### config.mk
export PLATFORM = sky130hd
export DESIGN_NAME = m1_reset_gen
export DESIGN_NICKNAME = d
export VERILOG_FILES = /design/src/rtl/m1_reset_gen_pkg.sv /design/src/rtl/m1_rst_sync.sv /design/src/rtl/m1_reset_gen.sv
export SDC_FILE = /design/constraint.sdc
export NUM_CORES = 1
export LEC_CHECK = 0
export ABC_AREA = 1
export BUFFER_PORTS_ARGS = -buffer_cell sky130_fd_sc_hd__clkbuf_2
export CAP_MARGIN = 30
export CORE_MARGIN = 1
export CORE_UTILIZATION = 45
export CTS_BUF_LIST = sky130_fd_sc_hd__clkbuf_8
export CTS_CLUSTER_DIAMETER = 120
export CTS_CLUSTER_SIZE = 24
export DETAILED_ROUTE_END_ITERATION = 10
export MAX_ROUTING_LAYER = met4
export PLACE_DENSITY = 0.71
export SETUP_SLACK_MARGIN = 0.1
export SLEW_MARGIN = 20
export SYNTH_ARGS = -nofsm -noshare
export SYNTH_HDL_FRONTEND = slang
export SYNTH_SLANG_ARGS = --single-unit
### constraint.sdc
create_clock -name sys_clk -period 3.2 [get_ports sys_clk]
set_clock_uncertainty 0.1 [all_clocks]
set_input_delay 0.16 -clock sys_clk [delete_from_list [all_inputs] [get_ports sys_clk]]
set_output_delay 0.16 -clock sys_clk [all_outputs]
set_load 0.005 [all_outputs]
### src/rtl/m1_reset_gen_pkg.sv
// Milkymist system reset generator: shared defaults and output bundle.
// Imported by the generator RTL and its bench.
package m1_reset_gen_pkg;

  localparam int unsigned RST_CYCLES_DEF       = 1048575;
  localparam int unsigned FLASH_RST_CYCLES_DEF = 255;

  typedef struct packed {
    logic sys_rst;
    logic flash_rst_n;
    logic ac97_rst_n;
    logic videoin_rst_n;
  } rst_out_t;

endpackage

### src/rtl/m1_rst_sync.sv
// Two-flop reset synchronizer: asynchronous assert,
// release on the second rising edge after ext_rst_n rises.
module m1_rst_sync (
  input  logic sys_clk,
  input  logic ext_rst_n,
  output logic rst_sync_n
);

  logic ff1_d, ff1_q;
  logic ff2_d, ff2_q;

  // shift a constant one through the chain
  always_comb begin
    ff1_d = 1'b1;
    ff2_d = ff1_q;
  end

  // both flops cleared at once by the board reset
  always_ff @(posedge sys_clk or negedge ext_rst_n) begin
    if (!ext_rst_n) begin
      ff1_q <= 1'b0;
      ff2_q <= 1'b0;
    end else begin
      ff1_q <= ff1_d;
      ff2_q <= ff2_d;
    end
  end

  assign rst_sync_n = ff2_q;

endmodule

### src/rtl/m1_reset_gen.sv
// Milkymist system reset generator: stretches board and
// software resets; flash leaves reset before the CPU.
module m1_reset_gen
  import m1_reset_gen_pkg::*;
#(
  parameter int unsigned RST_CYCLES       = RST_CYCLES_DEF,
  parameter int unsigned FLASH_RST_CYCLES = FLASH_RST_CYCLES_DEF
) (
  input  logic sys_clk,
  input  logic ext_rst_n,
  input  logic trigger_reset,
  output logic sys_rst,
  output logic flash_rst_n,
  output logic ac97_rst_n,
  output logic videoin_rst_n
);

  localparam int RW = $clog2(RST_CYCLES + 1);
  localparam int FW = $clog2(FLASH_RST_CYCLES + 1);
  localparam logic [RW-1:0] RST_LOAD = RW'(RST_CYCLES);
  localparam logic [FW-1:0] FL_LOAD  = FW'(FLASH_RST_CYCLES);

  logic rst_sync_n;

  logic [RW-1:0] rst_cnt_d, rst_cnt_q;
  logic [FW-1:0] flash_cnt_d, flash_cnt_q;
  logic sys_rst_d, sys_rst_q;
  logic flash_n_d, flash_n_q;
  logic per_n_d, per_n_q;

  m1_rst_sync u_sync (
    .sys_clk    (sys_clk),
    .ext_rst_n  (ext_rst_n),
    .rst_sync_n (rst_sync_n)
  );

  // reload on request, otherwise count down and park at zero
  always_comb begin
    rst_cnt_d   = rst_cnt_q;
    flash_cnt_d = flash_cnt_q;
    if (trigger_reset) begin
      rst_cnt_d   = RST_LOAD;
      flash_cnt_d = FL_LOAD;
    end else begin
      if (rst_cnt_q != '0)
        rst_cnt_d = rst_cnt_q - RW'(1);
      if (flash_cnt_q != '0)
        flash_cnt_d = flash_cnt_q - FW'(1);
    end
    sys_rst_d = (rst_cnt_d != '0);
    flash_n_d = (flash_cnt_d == '0);
    per_n_d   = (rst_cnt_d == '0);
  end

  // counters and glitch-free output registers
  always_ff @(posedge sys_clk or negedge rst_sync_n) begin
    if (!rst_sync_n) begin
      rst_cnt_q   <= RST_LOAD;
      flash_cnt_q <= FL_LOAD;
      sys_rst_q   <= 1'b1;
      flash_n_q   <= 1'b0;
      per_n_q     <= 1'b0;
    end else begin
      rst_cnt_q   <= rst_cnt_d;
      flash_cnt_q <= flash_cnt_d;
      sys_rst_q   <= sys_rst_d;
      flash_n_q   <= flash_n_d;
      per_n_q     <= per_n_d;
    end
  end

  assign sys_rst       = sys_rst_q;
  assign flash_rst_n   = flash_n_q;
  assign ac97_rst_n    = per_n_q;
  assign videoin_rst_n = per_n_q;

endmodule

# [After elaboration in Yosys (flattened, before gate mapping)]
# Index checks and enable logic that the tools add are counted.
[op_classes] n_mux=4 add_sub_neg=2 n_reduce_logical=5
[op_table] cell="2-to-1 mux 20 bit" count=2
[op_table] cell="nonzero test 20 bit" count=2
[op_table] cell="logical NOT 20 bit" count=1
[op_table] cell="subtractor 20 x 1 -> 20 bit, second input constant" count=1
[op_table] cell="2-to-1 mux 8 bit" count=2
[op_table] cell="logical NOT 8 bit" count=1
[op_table] cell="nonzero test 8 bit" count=1
[op_table] cell="subtractor 8 x 1 -> 8 bit, second input constant" count=1
[totals] reg_bits=33 in_bits=3 out_inout_bits=4 wordCells=18

# [Depth between registers and ports, before layout]
# Gate-level depths: netlist (run 1).
[depth] ltp_word=4 mapped_depth=13 depth_no_buf=13

# [Cells and area by module]
# From an unflattened synthesis (run 1), not the netlist that was laid out.
[hier_totals] hier_cells=286 area_unflattened_um2=2095.8
[by_module_without_submodules] mod="m1_reset_gen" seq_area_each_um2=812.0 cells_per_inst=283 area_each_um2=2042.0 n_inst=1
[by_module_without_submodules] mod="m1_rst_sync" seq_area_each_um2=50.0 cells_per_inst=3 area_each_um2=53.8 n_inst=1

# [Worst setup path after synthesis (run 1)]
# Ideal clock, no wire load.
[synth_path] path_kind="register to register" from="reg rst_cnt_q[0]" to="reg sys_rst_q (netlist: sys_rst)" stages_incl_launch_ff=13 period_less_slack_ns=1.761 path_slack_ns=1.439 arrival_ns=1.584 n_path_buf=0 t_required_ns=3.023 setup_ns=0.077 path_cell_list="dfstp_2 -> inv_1 -> ha_1 -> nand2_2 -> nor2_1 -> nand2_1 -> nand2_1 -> nand2_1 -> nand3_1 -> nor2_2 -> nand3_1 -> nor2_1 -> nand2_1"
[synth_via] elab_chain_len=4 elab_cells_between_ends=5 cone_classes="1 x add/sub; 2 x mux; 2 x reduce/logical"
[synth_rtl] item="from (decl)" line="m1_reset_gen.sv:25" source="logic [RW-1:0] rst_cnt_d, rst_cnt_q;"
[synth_rtl] item="from (signal assigned)" line="m1_reset_gen.sv:64" source="rst_cnt_q <= rst_cnt_d;"
[synth_rtl] item="subtractor 20 x 1 -> 20 bit / nonzero test 20 bit (equally long branches)" line="m1_reset_gen.sv:46, m1_reset_gen.sv:45"
[synth_rtl] item="2-to-1 mux 20 bit (*)" line="m1_reset_gen.sv:45" source="if (rst_cnt_q != '0)"
[synth_rtl] item="2-to-1 mux 20 bit (*)" line="m1_reset_gen.sv:41" source="if (trigger_reset) begin"
[synth_rtl] item="nonzero test 20 bit (*)" line="m1_reset_gen.sv:50" source="sys_rst_d = (rst_cnt_d != '0);"
[synth_rtl] item="net sys_rst_d" line="m1_reset_gen.sv:27" source="logic sys_rst_d, sys_rst_q;"
[synth_rtl] item="to (signal assigned)" line="m1_reset_gen.sv:66" source="sys_rst_q <= sys_rst_d;"
[synth_rtl] item="to (decl)" line="m1_reset_gen.sv:27"
# Mark *: on every way through the listed nets, which the timed path passes. The rest lies on a longest branch.

# [Final worst setup path (run 1)]
[layout_path] from="reg rst_cnt_q[0]" to="reg per_n_q (netlist: ac97_rst_n)"
[layout_via] elab_chain_len=4 elab_cells_between_ends=5 cone_classes="1 x add/sub; 2 x mux; 2 x reduce/logical"
[layout_rtl] item="subtractor 20 x 1 -> 20 bit / nonzero test 20 bit (equally long branches)" line="m1_reset_gen.sv:46, m1_reset_gen.sv:45"
[layout_rtl] item="2-to-1 mux 20 bit (*)" line="m1_reset_gen.sv:45"
[layout_rtl] item="2-to-1 mux 20 bit (*)" line="m1_reset_gen.sv:41"
[layout_rtl] item="net rst_cnt_d[4]" line="m1_reset_gen.sv:25"
[layout_rtl] item="logical NOT 20 bit (*)" line="m1_reset_gen.sv:52" source="per_n_d = (rst_cnt_d == '0);"
[layout_rtl] item="net per_n_d" line="m1_reset_gen.sv:29" source="logic per_n_d, per_n_q;"
[layout_rtl] item="to (signal assigned)" line="m1_reset_gen.sv:68" source="per_n_q <= per_n_d;"
[layout_rtl] item="to (decl)" line="m1_reset_gen.sv:29"
# Marks and branches as above.

==> summary.txt, run 1 <==
Status - completed
WL/cell - 12.1 um
WP data arrival - 2.23 ns
Crit path largest cell delay - 0.37 ns
Placed cell area - 2170 um^2
Final ANT Viol Nets - 0
Via/cell ratio - 5.03
CP Max Fanout - 15
Via Count - 1756
Synthesized net count - 293
CTS tree - built
Slew margin rel. - 0.495
CP Capture Type - flop
Cell variety after synth - 29
CP cell instances - inv_1, ha_1, nand2_1, nor2_4, nand3b_4, nand2_1, nand2_1, nor2_1, nand2_1, nor2_1, nand3_1, nor2_1
First-pass GRT wire length - 7.79 mm
GP Congestion - 0.842
Final design instance area without fill - 2280 um^2
# resized after CTS - 0
Post-CTS setup buffers - 0
DP Wirelength - 3.20 mm
Ant. Diodes - 0
Power Density - 346 nW/um^2
Sequential fraction of the synthesis area - 0.411
Rows - 24
Die width - 70.2 um
Synth Instances - 286
Worst hold path class - in2async
Setup Total Neg Slack - 0 ns
Period utilization - 0.662
Post-synthesis register bit count - 33
Worst skew pair latency - 0.28 ns
Worst setup startpoint - rst_cnt_q[0]$_DFF_PN1_
P_leak - 1.15 nW
Share of cells above drive strength 1 - 0.215
H-tree Lvls - 2
Ys Warns - 0
RR Startpoint - rst_cnt_q[0]$_DFF_PN1_
Crit Path Class - reg2reg
Core box area - 4410 um^2
VDD IR max - 0.000328 V
CTS buffer count - 5
Fillers - 434
Clock Tree Buf Depth - 2
Residual DRC - 0
Max Slew Vio Count - 0
Fin. Hold Viols - 0
Max_cap viols - 0
Inst Count DP - 340
Initial Util - 0.475
Tot GR Track Use - 0.206
Fin crit period - 2.12 ns
Initial antenna violation count - 0
Total Power - 0.788 mW
Initial DRT Pass Iterations - 4
# setup viols final - 0
Clock sink total - 33
Port buffer count - 6
Die H - 70.2 um
Non-Filler Instances - 349
Area Overhead vs Synth - 8.72%
Root Buffer - clkbuf_8
Total congestion overflow - 0
Syn Area/Cell - 7.33 um^2
RSZ-0062 raised after global routing - no
WP data required - 3.31 ns
Hold_buf cts - 1
Synth Cell Area - 2100 um^2
Crit-path slowest cell - dfstp_2
Die Area - 4930 um^2
Clock slew at reported path FFs - 0.07 ns
Most common cell on crit path - nand2_1
I/O Pins - 7
Critical Path Source Type - flop
Worst slew pin tran - 0.752 ns
Largest net degree at the start of global routing - 28
Detailed-route wire length - 4.23 mm
Vias in the first global route - 1792
Fmax - 472 MHz
Initial DRC count - 83
Final #Nets - 304
==> cell usage after synthesis <==
master,n,share of area
a21oi_1,8,0.019
buf_1,1,0.0018
buf_2,1,0.0024
buf_4,1,0.0036
buf_6,1,0.0054
clkbuf_1,1,0.0018
clkinv_1,1,0.0018
conb_1,1,0.0018
dfrtp_1,4,0.048
dfstp_2,29,0.36
ha_1,4,0.024
inv_1,36,0.064
inv_2,1,0.0018
nand2_1,79,0.14
nand2_2,6,0.018
nand2_4,1,0.0054
nand3_1,25,0.060
nand3_2,1,0.0048
nand3b_1,4,0.014
nand3b_4,1,0.0096
nand4_1,6,0.018
nor2_1,45,0.081
nor2_2,4,0.012
nor2_4,6,0.032
nor2_8,1,0.0096
nor3_1,1,0.0024
o21ai_0,10,0.024
xnor2_1,3,0.013
xor2_1,4,0.017
==> layout by cell type, fill, tap and decap left out, drive strengths merged, types with 4 or more instances in the layout <==
| cell | instances |
|---|---|
| o21ai | 10 |
| xor2 | 4 |
| dfstp | 29 |
| nand2 | 86 |
| inv | 38 |
| nand3b | 5 |
| nand3 | 26 |
| nand4 | 6 |
| a21oi | 8 |
| clkbuf | 12 |
| ha | 4 |
| dfrtp | 4 |
| nor2 | 56 |
==> worst max-delay path, delay by kind of cell, from the launching register on <==
kind                       cells  cell delay (ns)
adders and majority gates      1             0.24
buffers and inverters          1             0.15
DFF                            1             0.37
and+or+nand+nor               10             1.17
==> cells by family (layout without fill, tap and decap cells) <==
group	Yosys count	after routing	synth area share
AOI/OAI and AO/OA	18	18	0.0430
buffers and inverters	43	54	0.0830
DFF	33	33	0.411
and+or+nand+nor	180	180	0.408
xor gates and xnor gates	7	7	0.0293
adders and majority gates	4	4	0.0239
other	1	1	0.00179
==> stage by stage <==
step	hold WS, ns	util	setup slack, ns
4_1_cts	0.0892	0.513	1.09
6_report	0.0943	0.516	1.08
3_5_place_dp	-0.152	0.491	1.12
5_1_grt	0.104	0.516	0.858
3_3_place_gp	-0.152	0.491	1.15
2_1_floorplan	-0.236	-	1.44
==> final cells by class <==
type	count	area (um^2)	area share
Clock buffer	6	82.6	0.0362
Clock inverter	1	3.75	0.00165
Inverter	38	143	0.0626
Multi-Input combinational cell	210	1060	0.465
Sequential cell	33	862	0.378
Tap cell	52	65.1	0.0286
Timing Repair Buffer	9	62.6	0.0275
==> power by group <==
group / switching (mW) / total [mW] / internal [mW]
logic: 0.0274 / 0.0399 / 0.0125
registers: 0.00854 / 0.440 / 0.431
clock network: 0.141 / 0.309 / 0.167
total: 0.177 / 0.788 / 0.611
==> flip-flops by register name, summed over array words and instances, names as in the netlist <==
| name | flops |
|---|---|
| sys_rst | 1 |
| u_sync.ff1_q | 1 |
| flash_rst_n | 1 |
| ac97_rst_n | 1 |
| flash_cnt_q | 8 |
| u_sync.rst_sync_n | 1 |
| rst_cnt_q | 20 |
==> final timing paths <==
| path | slack, ns | to | cells after the start |
|---|---|---|---|
| worst min-delay path | 0.09 | u_sync.ff1_q$_DFF_PN0_ | 2 |
| worst max register to register | 1.08 | ac97_rst_n$_DFF_PN0_ | 12 |
| worst max-delay path | 1.08 | ac97_rst_n$_DFF_PN0_ | 12 |
| min in group sys_clk | 0.15 | flash_cnt_q[1]$_DFF_PN1_ | 3 |
| worst min register to register | 0.10 | flash_rst_n$_DFF_PN0_ | 0 |
| max in group asynchronous | 2.34 | rst_cnt_q[4]$_DFF_PN1_ | 1 |
==> per-layer routing <==
metal,up-vias,global-route usage,wire length (um)
met3,9,0.0491,161
met4,0,0.0800,86
li1,909,-,-
met5,-,-,0
met1,815,0.252,1950
met2,23,0.328,2030
No activity file was read; power rests on OpenSTA's default activity.
==> inputs of run 2 (changes only) <==
Settings changed: PLACE_DENSITY 0.71 to 0.73.
Clock period 3.2 ns to 1.7 ns, I/O delays scaled along.
==> run 2 against run 1 <==
Compared with the run above: the flow now finishes with violations (setup timing); global-route usage grew 3.3 points; total power up 96%; routed wire length grew 31%; final area grew 32%; critical path type unchanged; largest power group unchanged; utilization is 16 points higher; via count rose by 13%; largest cell class unchanged.
==> summary.txt, run 2 (same netlist as run 1, synthesis figures left out) <==
Status - finished, violations left (was completed)
Failing checks - setup timing
Core Util, Final - 0.679 (was 0.516)
Largest net degree at the start of global routing - 32 (was 28)
Worst skew pair latency - 0.29 ns (was 0.28 ns)
Die width - 70.2 um (unchanged)
First-pass GRT wire length - 8.89 mm (was 7.79 mm)
Hold Slack - 0.0190 ns (was 0.0943 ns)
NetSw - 0.388 mW (was 0.177 mW)
Initial DRT Pass Iterations - 5 (was 4)
Max_cap viols - 0 (unchanged)
Max Slew Vio Count - 0 (unchanged)
Clock Tree Buf Depth - 2 (unchanged)
Tot GR Track Use - 0.239 (was 0.206)
Initial antenna violation count - 0 (unchanged)
P_leak - 1.45 nW (was 1.15 nW)
Detailed-route wire length - 5.52 mm (was 4.23 mm)
Non-Filler Instances - 400 (was 349)
Core box area - 4410 um^2 (unchanged)
CTS buffer count - 5 (unchanged)
DP Wirelength - 3.73 mm (was 3.20 mm)
Top delay family on crit path - simple AND/OR/NAND/NOR gates (unchanged)
Die Area - 4930 um^2 (unchanged)
CP cell instances - nor2_4, nand2_2, nor2_4, nand3b_2, nand2_2, nand3_2, nor2_4, nand3_1, nor2_1, nand2_1 (was inv_1, ha_1, nand2_1, nor2_4, nand3b_4, nand2_1, nand2_1, nor2_1, nand2_1, nor2_1, nand3_1, nor2_1)
Crit Path Class - reg2reg (unchanged)
GP Congestion - 0.836 (was 0.842)
Initial Util - 0.475 (unchanged)
Final #Nets - 354 (was 304)
CP Max Fanout - 5 (was 15)
Final ANT Viol Nets - 0 (unchanged)
Sequential cell area - 862 um^2 (unchanged)
Final design instance area without fill - 3000 um^2 (was 2280 um^2)
WP data arrival - 1.99 ns (was 2.23 ns)
Initial DRC count - 123 (was 83)
Power Density - 514 nW/um^2 (was 346 nW/um^2)
Worst hold path class - in2async (unchanged)
Most flops, register - rst_cnt_q (unchanged)
Root Buffer - clkbuf_8 (unchanged)
Placed cell area - 2570 um^2 (was 2170 um^2)
H-tree Lvls - 2 (unchanged)
Inst Count DP - 383 (was 340)
Ant. Diodes - 0 (unchanged)
WL/cell - 13.8 um (was 12.1 um)
CP bufs+invs - 0 (was 1)
Critical Path Source Type - flop (unchanged)
Fillers - 355 (was 434)
Rows - 24 (unchanged)
CTS tree - built (unchanged)
Biggest regs - rst_cnt_q x20, flash_cnt_q x8 (unchanged)
Period utilization - 1.10 (was 0.662)
Fin crit period - 1.86 ns (was 2.12 ns)
Share of cells above drive strength 1 - 0.506 (was 0.215)
Residual DRC - 0 (unchanged)
Via/cell ratio - 4.97 (was 5.03)
Internal Power - 1.15 mW (was 0.611 mW)
I/O Pins - 7 (unchanged)
Fmax - 537 MHz (was 472 MHz)
Sw frac - 0.252 (was 0.225)
Reg2Reg Setup Slack - -0.16 ns (was 1.08 ns)
Crit path largest cell delay - 0.39 ns (was 0.37 ns)
CP Capture Type - flop (unchanged)
Crit-path slowest cell - dfstp_2 (unchanged)
Commonest non-fill, non-tap cell in the layout - nand2_1 (unchanged)
Die H - 70.2 um (unchanged)
Sequential share of power - 0.537 (was 0.558)
Clock sink total - 33 (unchanged)
Clk pwr share - 0.365 (was 0.391)
Total congestion overflow - 0 (unchanged)
WP data required - 1.82 ns (was 3.31 ns)
Port buffer count - 6 (unchanged)
Comb pwr share - 0.098 (was 0.051)
Worst Slack Setup Final - -0.162 ns (was 1.08 ns)
RSZ-0062 raised after global routing - yes (was no)
Max FFs per register - 20 (unchanged)
Area Overhead vs Synth - 43.1% (was 8.72%)
Clock slew at reported path FFs - 0.07 ns (about the same)
Most common cell on crit path - nor2_4 (was nand2_1)
Multi-input logic area - 1380 um^2 (was 1060 um^2)
Vias in the first global route - 1995 (was 1792)
Fin. Hold Viols - 0 (unchanged)
Via Count - 1987 (was 1756)
VDD IR max - 0.000518 V (was 0.000328 V)
Commonest cells after routing, fill and taps aside - nand2_1, buf_4, nor2_1 (was nand2_1, nor2_1, inv_1)
# setup viols final - 5 (was 0)
==> run 2: changes by cell type in the layout (fill, tap and decap cells not counted), sizes merged <==
cell,change
clkbuf,-1
nand3b,+1
buf,+49
clkinv,+2
==> run 2: power groups by stage <==
stage          clock network [mW]  registers [mW]  logic [mW]
2_1_floorplan                   0           0.844      0.0593
3_3_place_gp                    0           0.836       0.113
3_5_place_dp                    0           0.836       0.120
4_1_cts                     0.570           0.825       0.128
5_1_grt                     0.611           0.829       0.167
6_report                    0.563           0.827       0.151
==> run 2: metal layers <==
metal	routed length, um	vias up	track usage
met4	121	0	0.0667
met1	2210	930	0.276
met2	3000	31	0.418
met5	0	-	-
met3	191	12	0.0505
li1	-	1014	-
==> run 2: stage by stage <==
stage | power, mW | setup WS, ns | TNS, ns
final | 1.54 | -0.162 | -0.417
after global routing | 1.61 | -0.286 | -1.08
after CTS | 1.52 | -0.0698 | -0.205
after detailed placement | 0.956 | -0.152 | -0.328
after global placement | 0.949 | -0.135 | -0.231
after floorplan | 0.903 | 0.0699 | 0
==> run 2: repair_timing <==
item / CTS / global route
cloned: 1 / 0
setup endpoints to repair: 6 / 17
hold buffers: 1 / 0
resized for setup: 25 / 46
pin swaps: 12 / 22
endpoints found under the hold margin: 2 / 0
buffers inserted: 4 / 5
==> run 2: final timing paths <==
kind / cells after the start / endpoint / from
setup / recovery: 10 / sys_rst$_DFF_PN1_ / rst_cnt_q[3]$_DFF_PN1_
hold / removal: 2 / u_sync.rst_sync_n$_DFF_PN0_ / ext_rst_n
setup reg to reg: 10 / sys_rst$_DFF_PN1_ / rst_cnt_q[3]$_DFF_PN1_
hold reg to reg: 1 / ac97_rst_n$_DFF_PN0_ / u_sync.rst_sync_n$_DFF_PN0_
max in group asynchronous: 1 / rst_cnt_q[7]$_DFF_PN1_ / u_sync.rst_sync_n$_DFF_PN0_
min in group sys_clk: 3 / flash_cnt_q[1]$_DFF_PN1_ / trigger_reset
==> run 2: cell type report <==
| class | instances | share of cell area |
|---|---|---|
| timing repair buffer | 58 | 0.154 |
| sequential | 33 | 0.287 |
| inverter | 38 | 0.0501 |
| clock inverter | 3 | 0.00459 |
| clock buffer | 5 | 0.0229 |
| multi-input combinational | 211 | 0.459 |
| tap | 52 | 0.0217 |
==> inputs of run 3 (changes only) <==
==> constraint.sdc (replaced) <==
create_clock -name sys_clk -period 1.7 [get_ports sys_clk]
set_clock_uncertainty 0.1 [all_clocks]
set_input_delay 0.17 -clock sys_clk [delete_from_list [all_inputs] [get_ports sys_clk]]
set_output_delay 0.17 -clock sys_clk [all_outputs]
set_load 0.005 [all_outputs]
==> run 3 against run 2 <==
Compared with the run above: utilization fell by 0.14 points; setup slack improved by 0.057 ns; cell count rose by 0.50%; the flow still finishes with violations (setup timing); sequential power barely moved; die area did not move; routed wire length fell by 2.7%; fmax rose by 3.1%.
==> summary.txt, run 3 (same netlist as run 1, synthesis figures left out) <==
Routed length on met1 - 2.22 mm (was 2.21 mm)
Initial DRT Pass Iterations - 4 (was 5)
Vias in the first global route - 1946 (was 1995)
Detail Route met3 WL - 138 um (was 191 um)
Via/cell ratio - 4.99 (was 4.97)
Max_cap viols - 0 (unchanged)
CP Capture Type - flop (unchanged)
Fin crit period - 1.81 ns (was 1.86 ns)
Initial DRC count - 110 (was 123)
# setup viols final - 3 (was 5)
Commonest cells after routing, fill and taps aside - nand2_1, buf_4, inv_1 (was nand2_1, buf_4, nor2_1)
CTS tree - built (unchanged)
Initial Util - 0.475 (unchanged)
Inst Count DP - 384 (was 383)
P_leak - 1.46 nW (was 1.45 nW)
Worst setup startpoint - rst_cnt_q[13]$_DFF_PN1_ (was rst_cnt_q[3]$_DFF_PN1_)
Share of cells above drive strength 1 - 0.514 (was 0.506)
Crit Path Class - reg2reg (unchanged)
Port buffer count - 6 (unchanged)
Commonest non-fill, non-tap cell in the layout - nand2_1 (unchanged)
Worst Slack Setup Final - -0.105 ns (was -0.162 ns)
Critical Path Source Type - flop (unchanged)
Total Power - 1.56 mW (was 1.54 mW)
Placed cell area - 2580 um^2 (was 2570 um^2)
Non-Filler Instances - 402 (was 400)
Max Slew Vio Count - 0 (unchanged)
Failing checks - setup timing (unchanged)
Rows - 24 (unchanged)
Fin. Hold Viols - 0 (unchanged)
Total congestion overflow - 0 (unchanged)
Top layer in use - met4 (unchanged)
Largest net degree at the start of global routing - 32 (unchanged)
Core box area - 4410 um^2 (unchanged)
Die width - 70.2 um (unchanged)
Biggest regs - rst_cnt_q x20, flash_cnt_q x8 (unchanged)
Fmax - 554 MHz (was 537 MHz)
Root Buffer - clkbuf_8 (unchanged)
Clock Tree Buf Depth - 2 (unchanged)
CTS buffer count - 5 (unchanged)
Clock sink total - 33 (unchanged)
Ant. Diodes - 0 (unchanged)
First-pass GRT wire length - 8.65 mm (was 8.89 mm)
I/O Pins - 7 (unchanged)
Die H - 70.2 um (unchanged)
Status - finished, violations left (unchanged)
Worst skew pair latency - 0.29 ns (about the same)
CP Max Fanout - 3 (was 5)
Power Density - 521 nW/um^2 (was 514 nW/um^2)
Met2 wire length - 2.89 mm (was 3.00 mm)
VDD IR max - 0.000352 V (was 0.000518 V)
Final #Nets - 356 (was 354)
Final ANT Viol Nets - 0 (unchanged)
WP data arrival - 1.94 ns (was 1.99 ns)
RR Startpoint - rst_cnt_q[13]$_DFF_PN1_ (was rst_cnt_q[3]$_DFF_PN1_)
Clock slew at reported path FFs - 0.07 ns (about the same)
Initial antenna violation count - 0 (unchanged)
Via Count - 2007 (was 1987)
Tot GR Track Use - 0.233 (was 0.239)
Max FFs per register - 20 (unchanged)
WL/cell - 13.4 um (was 13.8 um)
Most flops, register - rst_cnt_q (unchanged)
Die Area - 4930 um^2 (unchanged)
GP Congestion - 0.832 (was 0.836)
H-tree Lvls - 2 (unchanged)
Residual DRC - 0 (unchanged)
WP data required - 1.83 ns (was 1.82 ns)
Area Overhead vs Synth - 42.8% (was 43.1%)
DP Wirelength - 3.72 mm (was 3.73 mm)
Detailed-route wire length - 5.37 mm (was 5.52 mm)
Worst hold path class - in2async (unchanged)
Period utilization - 1.06 (was 1.10)
Final design instance area without fill - 2990 um^2 (was 3000 um^2)
RSZ-0062 raised after global routing - yes (unchanged)
==> run 3: cell count changes in the layout (fill, tap and decap cells not counted), sizes merged <==
cell,change
buf,+2
clkinv,+1
inv,-1
==> run 3: where the power goes <==
group | leakage [nW] | switching (mW) | internal, mW
registers | 0.356 | 0.0154 | 0.811
clock network | 0.0491 | 0.299 | 0.278
logic | 1.06 | 0.0879 | 0.0685
total | 1.46 | 0.403 | 1.16
==> run 3: worst max-delay path, cell delays in order, from the launching register on <==
cell,delay [ns]
dfstp_2,0.38
buf_4,0.13
nor2_1,0.14
nand3_1,0.12
nand3b_1,0.25
nor2_2,0.15
nor2_1,0.07
nor2_2,0.15
nand3_1,0.09
nor2_1,0.09
nand2_1,0.06
==> run 3: final timing paths <==
kind	to	slack, ns	cells past startpoint
worst max-delay path	sys_rst$_DFF_PN1_	-0.11	10
worst min-delay path	u_sync.rst_sync_n$_DFF_PN0_	0.09	2
worst max register to register	sys_rst$_DFF_PN1_	-0.11	10
worst min register to register	ac97_rst_n$_DFF_PN0_	0.15	1
max in group asynchronous	rst_cnt_q[2]$_DFF_PN1_	1.03	1
min in group sys_clk	u_sync.rst_sync_n$_DFF_PN0_	0.26	0
==> run 3: cell type report <==
cell class	count	area (um^2)
clock inverters	3	13.8
fillers	345	1420
inverters	38	153
clock buffers	5	68.8
well taps	52	65.1
multi-input cells	211	1350
repair buffers	60	477
flip-flops and latches	33	862
==> run 3: stage by stage <==
stage	setup TNS [ns]	worst slack, ns	hold slack (ns)	utilization
final	-0.278	-0.105	0.0942	0.678
after global routing	-0.672	-0.215	0.0946	0.678
after CTS	-0.161	-0.0895	0.0985	0.647
after detailed placement	-0.490	-0.196	-0.143	0.584
after global placement	-0.217	-0.128	-0.144	0.584
after floorplan	0	0.0699	-0.226	-
==> run 3: repair_timing <==
action | CTS | global route
gates cloned | 1 | 0
resized for setup | 31 | 39
hold endpoints to repair | 2 | 0
buffers inserted | 7 | 1
pin swaps | 21 | 19
hold buffers | 1 | 0
setup endpoints to repair | 6 | 19
==> run 3: routing by layer <==
layer | vias up | GRT usage
li1 | 1011 | -
met1 | 951 | 0.265
met2 | 33 | 0.411
met3 | 12 | 0.0433
met4 | 0 | 0.0756
met5 | - | -
